**src/rtl/pipe_pkg.sv**
```systemverilog
// Shared pipeline encodings: ALU op codes, forwarding selects and the
// control bundle carried from decode into execute.
package pipe_pkg;

  localparam int unsigned ALU_OP_W  = 3;
  localparam int unsigned FWD_SEL_W = 2;

  typedef enum logic [ALU_OP_W-1:0] {
    ALU_NOTHING = 3'b000,
    ALU_ADD     = 3'b001,
    ALU_SUB     = 3'b010,
    ALU_AND     = 3'b011,
    ALU_OR      = 3'b100,
    ALU_SLT     = 3'b101
  } alu_op_e;

  typedef enum logic [FWD_SEL_W-1:0] {
    FWD_NONE = 2'b00,
    FWD_WB   = 2'b01,
    FWD_MEM  = 2'b10
  } fwd_sel_e;

  // Decode control bits that travel with the instruction.
  typedef struct packed {
    logic alu_src;
    logic reg_dst;
    logic reg_write;
    logic mem_read;
    logic mem_write;
    logic mem_to_reg;
  } ctrl_t;

  localparam ctrl_t CTRL_BUBBLE = '0;

endpackage

```
**src/rtl/forward_unit.sv**
```systemverilog
// Forwarding selection for one execute-stage source operand.
// The MEM stage result is younger than the WB result and wins when both match;
// register 0 is never forwarded and a bubble in execute never forwards.
module forward_unit
  import pipe_pkg::*;
#(
  parameter int unsigned DATA_W = 32,
  parameter int unsigned REG_AW = 5
) (
  input  logic              ex_valid,
  input  logic [REG_AW-1:0] src_reg,
  input  logic [DATA_W-1:0] src_data,
  input  logic              mem_reg_write,
  input  logic [REG_AW-1:0] mem_rd,
  input  logic [DATA_W-1:0] mem_result,
  input  logic              wb_reg_write,
  input  logic [REG_AW-1:0] wb_rd,
  input  logic [DATA_W-1:0] wb_result,
  output logic [1:0]        sel,
  output logic [DATA_W-1:0] data
);

  logic mem_hit;
  logic wb_hit;

  // Match detection against each producer stage.
  always_comb begin
    mem_hit = mem_reg_write && (mem_rd != '0) && (mem_rd == src_reg);
    wb_hit  = wb_reg_write  && (wb_rd  != '0) && (wb_rd  == src_reg);
  end

  // Priority select and operand mux.
  always_comb begin
    sel  = FWD_NONE;
    data = src_data;
    if (ex_valid) begin
      if (mem_hit) begin
        sel  = FWD_MEM;
        data = mem_result;
      end else if (wb_hit) begin
        sel  = FWD_WB;
        data = wb_result;
      end
    end
  end

endmodule

```
**src/rtl/id_ex_stage.sv**
```systemverilog
// ID/EX pipeline register with operand forwarding and load-use detection.
// Stage registers capture decode on each unstalled edge; reset and flush load
// an all-zero bubble. Operand selection and hazard detection are combinational.
module id_ex_stage
  import pipe_pkg::*;
#(
  parameter int unsigned DATA_W = 32,
  parameter int unsigned REG_AW = 5
) (
  input  logic              clk,
  input  logic              rst,
  input  logic              stall,
  input  logic              flush,
  input  logic              id_valid,
  input  logic [DATA_W-1:0] id_rs_data,
  input  logic [DATA_W-1:0] id_rt_data,
  input  logic [DATA_W-1:0] id_imm,
  input  logic [REG_AW-1:0] id_rs,
  input  logic [REG_AW-1:0] id_rt,
  input  logic [REG_AW-1:0] id_rd,
  input  logic [2:0]        id_alu_op,
  input  logic              id_alu_src,
  input  logic              id_reg_dst,
  input  logic              id_reg_write,
  input  logic              id_mem_read,
  input  logic              id_mem_write,
  input  logic              id_mem_to_reg,
  input  logic              mem_reg_write,
  input  logic              wb_reg_write,
  input  logic [REG_AW-1:0] mem_rd,
  input  logic [REG_AW-1:0] wb_rd,
  input  logic [DATA_W-1:0] mem_result,
  input  logic [DATA_W-1:0] wb_result,
  output logic [DATA_W-1:0] alu_lop,
  output logic [DATA_W-1:0] alu_rop,
  output logic [2:0]        alu_op,
  output logic              ex_valid,
  output logic              ex_reg_write,
  output logic              ex_mem_read,
  output logic              ex_mem_write,
  output logic              ex_mem_to_reg,
  output logic [REG_AW-1:0] ex_dest,
  output logic [DATA_W-1:0] ex_store_data,
  output logic [1:0]        fwd_a,
  output logic [1:0]        fwd_b,
  output logic              load_use
);

  logic              valid_d,   valid_q;
  ctrl_t             ctrl_d,    ctrl_q;
  alu_op_e           alu_op_d,  alu_op_q;
  logic [DATA_W-1:0] rs_data_d, rs_data_q;
  logic [DATA_W-1:0] rt_data_d, rt_data_q;
  logic [DATA_W-1:0] imm_d,     imm_q;
  logic [REG_AW-1:0] rs_d,      rs_q;
  logic [REG_AW-1:0] rt_d,      rt_q;
  logic [REG_AW-1:0] rd_d,      rd_q;

  logic [DATA_W-1:0] rs_fwd_data;
  logic [DATA_W-1:0] rt_fwd_data;

  // Next stage contents: the decode slot, or a bubble when it is empty.
  always_comb begin
    valid_d   = 1'b0;
    ctrl_d    = CTRL_BUBBLE;
    alu_op_d  = ALU_NOTHING;
    rs_data_d = '0;
    rt_data_d = '0;
    imm_d     = '0;
    rs_d      = '0;
    rt_d      = '0;
    rd_d      = '0;
    if (id_valid) begin
      valid_d            = 1'b1;
      ctrl_d.alu_src     = id_alu_src;
      ctrl_d.reg_dst     = id_reg_dst;
      ctrl_d.reg_write   = id_reg_write;
      ctrl_d.mem_read    = id_mem_read;
      ctrl_d.mem_write   = id_mem_write;
      ctrl_d.mem_to_reg  = id_mem_to_reg;
      alu_op_d           = alu_op_e'(id_alu_op);
      rs_data_d          = id_rs_data;
      rt_data_d          = id_rt_data;
      imm_d              = id_imm;
      rs_d               = id_rs;
      rt_d               = id_rt;
      rd_d               = id_rd;
    end
  end

  // Stage register: reset/flush load a bubble, stall holds, otherwise capture.
  always_ff @(posedge clk) begin
    if (rst || flush) begin
      valid_q   <= 1'b0;
      ctrl_q    <= CTRL_BUBBLE;
      alu_op_q  <= ALU_NOTHING;
      rs_data_q <= '0;
      rt_data_q <= '0;
      imm_q     <= '0;
      rs_q      <= '0;
      rt_q      <= '0;
      rd_q      <= '0;
    end else if (!stall) begin
      valid_q   <= valid_d;
      ctrl_q    <= ctrl_d;
      alu_op_q  <= alu_op_d;
      rs_data_q <= rs_data_d;
      rt_data_q <= rt_data_d;
      imm_q     <= imm_d;
      rs_q      <= rs_d;
      rt_q      <= rt_d;
      rd_q      <= rd_d;
    end
  end

  forward_unit #(
    .DATA_W (DATA_W),
    .REG_AW (REG_AW)
  ) u_fwd_rs (
    .ex_valid      (valid_q),
    .src_reg       (rs_q),
    .src_data      (rs_data_q),
    .mem_reg_write (mem_reg_write),
    .mem_rd        (mem_rd),
    .mem_result    (mem_result),
    .wb_reg_write  (wb_reg_write),
    .wb_rd         (wb_rd),
    .wb_result     (wb_result),
    .sel           (fwd_a),
    .data          (rs_fwd_data)
  );

  forward_unit #(
    .DATA_W (DATA_W),
    .REG_AW (REG_AW)
  ) u_fwd_rt (
    .ex_valid      (valid_q),
    .src_reg       (rt_q),
    .src_data      (rt_data_q),
    .mem_reg_write (mem_reg_write),
    .mem_rd        (mem_rd),
    .mem_result    (mem_result),
    .wb_reg_write  (wb_reg_write),
    .wb_rd         (wb_rd),
    .wb_result     (wb_result),
    .sel           (fwd_b),
    .data          (rt_fwd_data)
  );

  // Execute-side operand and control outputs.
  always_comb begin
    alu_op        = alu_op_q;
    alu_lop       = rs_fwd_data;
    alu_rop       = ctrl_q.alu_src ? imm_q : rt_fwd_data;
    ex_store_data = rt_fwd_data;
    ex_valid      = valid_q;
    ex_reg_write  = ctrl_q.reg_write;
    ex_mem_read   = ctrl_q.mem_read;
    ex_mem_write  = ctrl_q.mem_write;
    ex_mem_to_reg = ctrl_q.mem_to_reg;
    ex_dest       = ctrl_q.reg_dst ? rd_q : rt_q;
  end

  // A load in execute whose target feeds the instruction in decode must stall it.
  always_comb begin
    load_use = valid_q && ctrl_q.mem_read && id_valid && (ex_dest != '0) &&
               ((ex_dest == id_rs) || (ex_dest == id_rt));
  end

endmodule
```
**config.mk**
```make
export PLATFORM = sky130hd
export DESIGN_NAME = id_ex_stage
export DESIGN_NICKNAME = d
export VERILOG_FILES = /design/src/rtl/pipe_pkg.sv /design/src/rtl/forward_unit.sv /design/src/rtl/id_ex_stage.sv
export SDC_FILE = /design/constraint.sdc
export NUM_CORES = 1
export LEC_CHECK = 0
export CAP_MARGIN = 40
export CORE_MARGIN = 4
export CORE_UTILIZATION = 41
export DETAILED_ROUTE_END_ITERATION = 12
export PLACE_DENSITY = 0.82
export SLEW_MARGIN = 5
export SYNTH_ARGS = -nofsm -noshare
export SYNTH_HDL_FRONTEND = slang
export SYNTH_HIERARCHICAL = 1
export SYNTH_SLANG_ARGS = --single-unit
```
**constraint.sdc**
```tcl
create_clock -name clk -period 4.21 [get_ports clk]
set_clock_uncertainty 0.05 [all_clocks]
set_input_delay 1.263 -clock clk [delete_from_list [all_inputs] [get_ports clk]]
set_output_delay 1.263 -clock clk [all_outputs]
set_load 0.02 [all_outputs]
```
Word-level counts from Yosys, hierarchy flattened --
Index checks and enable logic that the tools add are counted.
Operators by class: equality and inequality tests 6, multiplexer cells 23, reductions and logical operators 15
Operators with widths (count):
- $mux 32 | 10
- $eq 5x5->1 | 6
- $mux 5 | 4
- $reduce_bool 5->1 | 3
- $logic_and 1x1->1 | 10
- $mux 2 | 4
- $mux 6 | 1
- $mux 1 | 3
- $mux 3 | 1
- $logic_or 1x1->1 | 2
Word-level totals: register bits 121, input port bits 201, output and inout bits 114, word-level logic and storage cells 58

Longest topological paths before layout --
Gate-level depths: netlist of the first run.
depth in word-level cells 7, gate-level depth with buffers 8

Modules after synthesis --
Netlist of the first run, hierarchy kept.
Modules (own cells, without submodules):
- id_ex_stage | times used 1, cells each 471, area an instance 4573.1 µm², seq. area each 2422.3 µm²
- forward_unit | times used 2, cells each 99, area an instance 862.1 µm², seq. area each 0.0 µm²

Least setup slack after synthesis of the first run --
No wires, ideal clock.
path type input to output, start point input port mem_rd[4], end point output port alu_rop[29], arrival 2.964 ns, setup slack -0.067 ns, cell stages on the path 7, path buffers 1, cells stage by stage or2_1 o21ai_1 and3_4 dlymetal6s2s_1 or2b_1 o221a_1 mux2_2
On the way: longest elaborated chain between the ends 6, elaborated cells between the ends (all ways) 7, those cells by class eq/ne (1); mux (3); reduce/logical (3)
RTL lines:
- start, declared | RTL line id_ex_stage.sv:30 | input logic [REG_AW-1:0] mem_rd,
- $reduce_bool 5->1 | RTL line forward_unit.sv:28 | mem_hit = mem_reg_write && (mem_rd != '0) && (mem_rd == src_reg);
- $logic_and 1x1->1 | RTL line forward_unit.sv:28
- $logic_and 1x1->1 * | RTL line forward_unit.sv:28
- $mux 32 * | RTL line forward_unit.sv:37 | if (mem_hit) begin
- $mux 32 * | RTL line forward_unit.sv:36 | if (ex_valid) begin
- named net ex_store_data[29] | RTL line id_ex_stage.sv:43 | output logic [DATA_W-1:0] ex_store_data,
- $mux 32 * | RTL line id_ex_stage.sv:154 | alu_rop = ctrl_q.alu_src ? imm_q : rt_fwd_data;
- end, declared | RTL line id_ex_stage.sv:35 | output logic [DATA_W-1:0] alu_rop,
The timed path passes the listed nets; every way through them passes the cells marked *.

Worst setup path after layout of the first run --
start point input port wb_rd[4], end point output port alu_rop[22]
On the way: longest elaborated chain between the ends 7, elaborated cells between the ends (all ways) 8, those cells by class eq/ne (1); mux (4); reduce/logical (3)
RTL lines:
- start, declared | RTL line id_ex_stage.sv:31 | input logic [REG_AW-1:0] wb_rd,
- $reduce_bool 5->1 | RTL line forward_unit.sv:29 | wb_hit = wb_reg_write && (wb_rd != '0) && (wb_rd == src_reg);
- $logic_and 1x1->1 | RTL line forward_unit.sv:29
- $logic_and 1x1->1 * | RTL line forward_unit.sv:29
- $mux 32 * | RTL line forward_unit.sv:40 | end else if (wb_hit) begin
- $mux 32 * | RTL line forward_unit.sv:37
- $mux 32 * | RTL line forward_unit.sv:36
- $mux 32 * | RTL line id_ex_stage.sv:154
Every way passes the cells marked *; elsewhere a longest branch is shown, timed or not.

==> impl_metrics.prom, run 1 <==
# TYPE chip_impl_metric gauge
chip_impl_metric{name="yosys_warnings",unit=""} 6
chip_impl_metric{name="r2r.worst_path.cells",unit=""} 2
chip_impl_metric{name="final-setup-viol-count",unit=""} 96
chip_impl_metric{name="post-route-min-period",unit="ps"} 4580
chip_impl_metric{name="layout-area-overhead-vs-synth",unit="%"} 81.1
chip_impl_metric{name="die-area",unit="um2"} 17400
chip_impl_metric{name="first_global_vias",unit=""} 7158
chip_impl_metric{name="global_route_wire_length_before_repair",unit="um"} 41600
chip_impl_metric{name="antenna-diode-count",unit=""} 0
chip_impl_info{name="cts-root-buf",value="clkbuf_16"} 1
chip_impl_metric{name="place_hpwl",unit="um"} 17800
chip_impl_info{name="regToRegStartpoint",value="ctrl_q[5]"} 1
chip_impl_info{name="run_status",value="finished with violations"} 1
chip_impl_metric{name="antenna_violations_before_repair",unit=""} 0
chip_impl_metric{name="worst_setup_hold_path_clk_slew",unit="ps"} 60
chip_impl_info{name="worstPathCellList",value="clkdlybuf4s15_1, inv_2, o2111ai_4, nor3b_4, buf_4, or2_4, buf_12, buf_16, o221a_1, mux2_4, buf_6"} 1
chip_impl_metric{name="peakVddDrop",unit="mV"} 0.255
chip_impl_metric{name="groute.usage.overall",unit="%"} 30.5
chip_impl_metric{name="cts.sink_count",unit=""} 121
chip_impl_metric{name="post-synth-top-area-fraction",unit="%"} 38.5
chip_impl_info{name="largest_registers",value="imm_q (32), rs_data_q (32), rt_data_q (32)"} 1
chip_impl_info{name="cpMaxStageDelayCell",value="or2_4"} 1
chip_impl_metric{name="tritoncts.num_buffers",unit=""} 17
chip_impl_metric{name="nets",unit=""} 1219
chip_impl_metric{name="seq_area_frac_synth",unit="%"} 38.5
chip_impl_metric{name="floorplan.die.height",unit="um"} 132
chip_impl_info{name="crit_path_start_kind",value="input port"} 1
chip_impl_metric{name="proportion_of_layout_cells_with_a_drive_suffix_above_1",unit="%"} 30.0
chip_impl_metric{name="h-tree-depth",unit=""} 4
chip_impl_info{name="rsz_0062_raised_after_global_routing",value="yes"} 1
chip_impl_metric{name="ant_nets",unit=""} 0
chip_impl_metric{name="first_iter_violations",unit=""} 474
chip_impl_metric{name="clk_latency",unit="ps"} 410
chip_impl_metric{name="cap_viol_max_count",unit=""} 0
chip_impl_metric{name="layout_worst_path_cycle_share",unit="%"} 109
chip_impl_metric{name="finalMaxSlewViolations",unit=""} 0
chip_impl_metric{name="postLayoutCoreUtil",unit="%"} 75.3
chip_impl_metric{name="timing.max_slew.rel_slack",unit="%"} 64.3
chip_impl_metric{name="worst-r2r-setup-slack",unit="ps"} 3220
chip_impl_metric{name="detail_route.drc_violations",unit=""} 0
chip_impl_info{name="tritoncts",value="done"} 1
chip_impl_metric{name="routed_wirelength",unit="um"} 28000
chip_impl_metric{name="grt_start_max_net_pins",unit=""} 97
chip_impl_metric{name="wl_per_cell",unit="um"} 22.9
chip_impl_metric{name="initial_core_util",unit="%"} 41.6
chip_impl_metric{name="gr-total-overflow",unit=""} 0
chip_impl_metric{name="postSynthRegisterBits",unit=""} 121
chip_impl_info{name="critPathLaunch",value="wb_rd[4]"} 1
chip_impl_info{name="synth_top_cell_by_area",value="dfxtp_1"} 1
chip_impl_metric{name="syn_area",unit="um2"} 6300
chip_impl_metric{name="floorplan.die.width",unit="um"} 132
chip_impl_metric{name="gp_congestion",unit=""} 0.913
chip_impl_metric{name="holdWs",unit="ps"} 460
chip_impl_metric{name="port-buffer-count",unit=""} 314
chip_impl_info{name="endpoint",value="alu_rop[22]"} 1
chip_impl_info{name="critical_setup_path_class",value="in -> out"} 1
chip_impl_metric{name="synth.avg_cell_area",unit="um2"} 9.41
chip_impl_metric{name="rows",unit=""} 45
chip_impl_metric{name="worst_path_largest_cell_delay",unit="ps"} 280
chip_impl_info{name="synthMostInstantiatedCell",value="nor2_1"} 1
chip_impl_metric{name="ys_async_sr_fraction",unit="%"} 0
chip_impl_metric{name="count_of_tritonroute_iterations_in_the_first_routing_pass",unit=""} 5
chip_impl_info{name="worstSetupEndpointType",value="primary output"} 1
chip_impl_metric{name="report.final.hold_viol_count",unit=""} 0
chip_impl_metric{name="cp_max_fo",unit=""} 8
chip_impl_metric{name="core",unit="um2"} 15100
chip_impl_metric{name="crit_path_required_time",unit="ps"} 2900
chip_impl_metric{name="power.density",unit="nW/um2"} 270
chip_impl_metric{name="synth.distinct_cells",unit=""} 37
chip_impl_info{name="ys.flop_type",value="dfxtp_1"} 1
chip_impl_info{name="critical_path.reg2reg.endpoint",value="ctrl_q[5]"} 1
chip_impl_info{name="synth.area.top_cells",value="dfxtp_1, a22oi_1, o221a_1"} 1
chip_impl_metric{name="vias",unit=""} 6965
chip_impl_info{name="ys_top_cells_by_count",value="nor2_1, dfxtp_1, a22oi_1"} 1
chip_impl_metric{name="clk_path_buf_depth",unit=""} 2
chip_impl_metric{name="drt-vias-per-instance",unit=""} 5.71
chip_impl_metric{name="synth_enable_flop_cells",unit=""} 0
chip_impl_metric{name="io_pins",unit=""} 315
chip_impl_metric{name="cell_count_after_synthesis",unit=""} 669
chip_impl_metric{name="static-leakage-power",unit="nW"} 4.33
chip_impl_metric{name="cp.arrival",unit="ps"} 3270
chip_impl_metric{name="maxClockFrequency",unit="MHz"} 218
chip_impl_metric{name="synthesized_net_count",unit=""} 870
chip_impl_info{name="failed_checks",value="negative setup slack"} 1
chip_impl_metric{name="worst_pin_slew",unit="ps"} 536
chip_impl_metric{name="post-route-worst-setup-slack",unit="ps"} -373
chip_impl_info{name="hold_path_class",value="reg -> reg"} 1
chip_impl_metric{name="number_of_hold_buffers_added_after_cts",unit=""} 0
-- power breakdown --
group          switching (mW)  leakage [nW]  internal (mW)  total (mW)
clock                   0.559         0.251          0.812        1.37
combinational           0.216          3.09          0.306       0.522
sequential             0.0206         0.981           1.17        1.19
-- cells by family (layout without fill, tap and decap cells) --
| family | after synthesis | count (layout) | share of synthesized area (%) |
|---|---|---|---|
| compound gates | 193 | 193 | 26.7 |
| xor+xnor | 26 | 26 | 3.62 |
| buf+inv | 74 | 436 | 6.76 |
| flops | 121 | 121 | 38.5 |
| mux | 37 | 37 | 6.72 |
| simple gates | 218 | 218 | 17.7 |
-- timing repair --
action / 4_1_cts / 5_1_grt
gates resized for setup: 661 / 73
buffers inserted: 23 / 11
endpoints found under the setup margin: 101 / 97
pin swaps: 67 / 27
gates cloned: 11 / 0
-- cell usage in the layout, fill, tap and decap left out, types with 4 or more instances in the layout --
cell and instances:
clkdlybuf4s50_1 200, nor2_1 123, a22oi_1 120, dfxtp_1 120, buf_6 107, buf_4 45
o221a_1 45, or2b_1 44, o221a_4 19, mux2_2 18, nand2b_1 18, clkbuf_16 17
buf_12 17, mux2_4 15, xnor2_1 14, buf_16 9, xor2_1 7, clkinvlp_4 7
inv_1 5, dlygate4sd2_1 5, nand3_1 4, buf_8 4, buf_2 4, xnor2_2 4
nor4_4 4
-- worst min path at each step --
stage,startpoint,end,slack (ps),cells past startpoint
6_report,rs_data_q[27],rs_data_q[27],460,2
2_1_floorplan,imm_q[0],imm_q[0],430,2
3_3_place_gp,alu_op[2],alu_op[2],440,2
3_5_place_dp,rt_data_q[7],rt_data_q[7],450,2
4_1_cts,rt_data_q[7],rt_data_q[7],470,2
5_1_grt,rs_data_q[27],rs_data_q[27],490,2
-- critical path: cells and delay by family --
| family | cells | cell delay, ps |
|---|---|---|
| AOI/OAI and AO/OA | 2 | 520 |
| muxes | 1 | 280 |
| and+or+nand+nor | 2 | 360 |
| buffers and inverters | 6 | 840 |
-- metrics by stage --
step	setup TNS (ps)	setup WS (ps)	power (mW)	cells	cell area (um2)
6_report	-18400	-373	3.08	1219	11400
5_1_grt	-24060	-427	3.18	1219	11400
4_1_cts	-10510	-255	3.07	1213	11100
3_5_place_dp	-83720	-961	1.68	1151	9750
3_3_place_gp	-80380	-928	1.68	1151	9750
2_1_floorplan	-357	-13.2	1.38	669	6330
-- final cells by class --
cell class	count	area, um2
clock inverter	14	128
multi-input combinational	474	3860
fill	1004	3740
inverter	8	30.0
clock buffer	18	429
timing repair buffer	396	4300
sequential	121	2420
tap	188	235
-- layer usage --
layer  part of all wire [%]  wire, um  GRT usage, %
met1                     38     10600          35.7
met2                     49     13800          52.5
met3                    8.4      2340          8.40
met4                    4.4      1230          12.8
met5                      0         0             0
Power figures use the tool's default switching activity.
==> inputs of run 2 (changes only) <==
--- a/config.mk
+++ b/config.mk
@@ -8,6 +8,7 @@
 export CAP_MARGIN = 40
 export CORE_MARGIN = 4
 export CORE_UTILIZATION = 41
+export CTS_CLUSTER_SIZE = 40
 export DETAILED_ROUTE_END_ITERATION = 12
 export PLACE_DENSITY = 0.82
 export SLEW_MARGIN = 5
==> results of run 2 <==
Same layout as run 1: the final DEF is identical, and so are final timing and power.
==> edit: new RTL, flow settings as in run 2 <==
`REG_AW` is set to 5 in 2 places; all go to 6.
--- a/src/rtl/forward_unit.sv
+++ b/src/rtl/forward_unit.sv
@@ -6,5 +6,5 @@
 #(
   parameter int unsigned DATA_W = 32,
-  parameter int unsigned REG_AW = 5
+  parameter int unsigned REG_AW = 6
 ) (
   input  logic              ex_valid,
--- a/src/rtl/id_ex_stage.sv
+++ b/src/rtl/id_ex_stage.sv
@@ -6,5 +6,5 @@
 #(
   parameter int unsigned DATA_W = 32,
-  parameter int unsigned REG_AW = 5
+  parameter int unsigned REG_AW = 6
 ) (
   input  logic              clk,
Ports: changed (6 resized); port bits go from 315 to 321. No check against the original RTL was run, so the function may have changed too.
==> edit against run 2 <==
The flow still finishes with violations (negative setup slack); setup slack worse by 200 ps; design area up 0.88%; sequential cell count increased by 3; area after synthesis increased by 0.48%; routed wire length rose by 4.3%; power grew 8.9%; critical path depth fell by 2; sequential share of layout area rose by 0.35 points; hold slack got worse by 3.3 ps; critical path type unchanged.
==> edit: results (changes against run 2) <==
| Metric | Value |
|---|---|
| Vias in the first global route | 7465 (+4.3%) |
| Largest delay share family, worst path | simple AND/OR/NAND/NOR gates |
| Layout filler cell count | 1025 (+2.1%) |
| Worst slack, placed | -1260 ps (-301 ps) |
| Failing checks | negative setup slack |
| GRT Total Usage | 31.1% (+0.64 points) |
| Hold_ws | 457 ps (-3.27 ps) |
| Worst slew pin tran | 820 ps (+284 ps) |
| Post-route insts no fill | 1262 (+3.5%) |
| Routability Congestion | 0.949 (+4.0%) |
| CP max stage delay | 540 ps (+260 ps) |
| Routed wl met2 | 14300 um (+3.7%) |
| Post-Syn Instances | 693 (+3.6%) |
| 1st-iter DRT viols | 546 (+15%) |
| Setup Buffers After CTS | 18 (-22%) |
| Largest net degree at the start of global routing | 91 (-6.2%) |
| Via density | 5.89 (+3.1%) |
| Met2 global-route usage | 53.4% (+0.91 points) |
| Synth top area cells | dfxtp_1 (39%), a22oi_1 (15%), a221o_1 (10%), nor2_1 (7.4%), and3_1 (6.3%) |
| Peak supply drop | 0.258 mV (+1.1%) |
| CP arrival | 3470 ps (+200 ps) |
| Outcome | complete, but fails checks |
| Mapped Nets | 899 (+3.3%) |
| Setup-failing EPs final | 97 (+1.0%) |
| Post-synthesis compound-gate area fraction | 25.5% (-1.2 points) |
| DP Cell Count | 1200 (+4.3%) |
| Placed cell area | 10100 um2 (+3.6%) |
| Final worst slack | -569 ps (-196 ps) |
## edit: path summary, 6_finish.rpt
kind,end,cells past startpoint
setup / recovery,alu_rop[6],9
hold / removal,imm_q[4]$_SDFFE_PP0N_,2
setup reg to reg,ctrl_q[5]$_SDFFE_PP0N_,2
hold reg to reg,imm_q[4]$_SDFFE_PP0N_,2
## edit: area by class of cell
type	instances	share of cell area [%]
well taps	188	2.04
flip-flops and latches	124	21.6
clock buffers	20	4.06
inverters	6	0.196
multi-input cells	490	32.1
repair buffers	422	38.4
clock inverters	12	1.60
## edit: report_power, final
part | leakage, uW | total, uW | switching (uW) | internal [uW]
Combinational | 0.00355 | 533 | 224 | 309
Sequential | 0.00101 | 1220 | 21.0 | 1200
Clock | 0.000313 | 1600 | 561 | 1040
Total | 0.00486 | 3360 | 806 | 2550
## edit: logic make-up (layout without fill, tap and decap cells)
group	after synthesis	after routing
xor+xnor	36	36
flops	124	124
simple gates	223	223
buf+inv	79	460
mux	38	38
compound gates	193	193
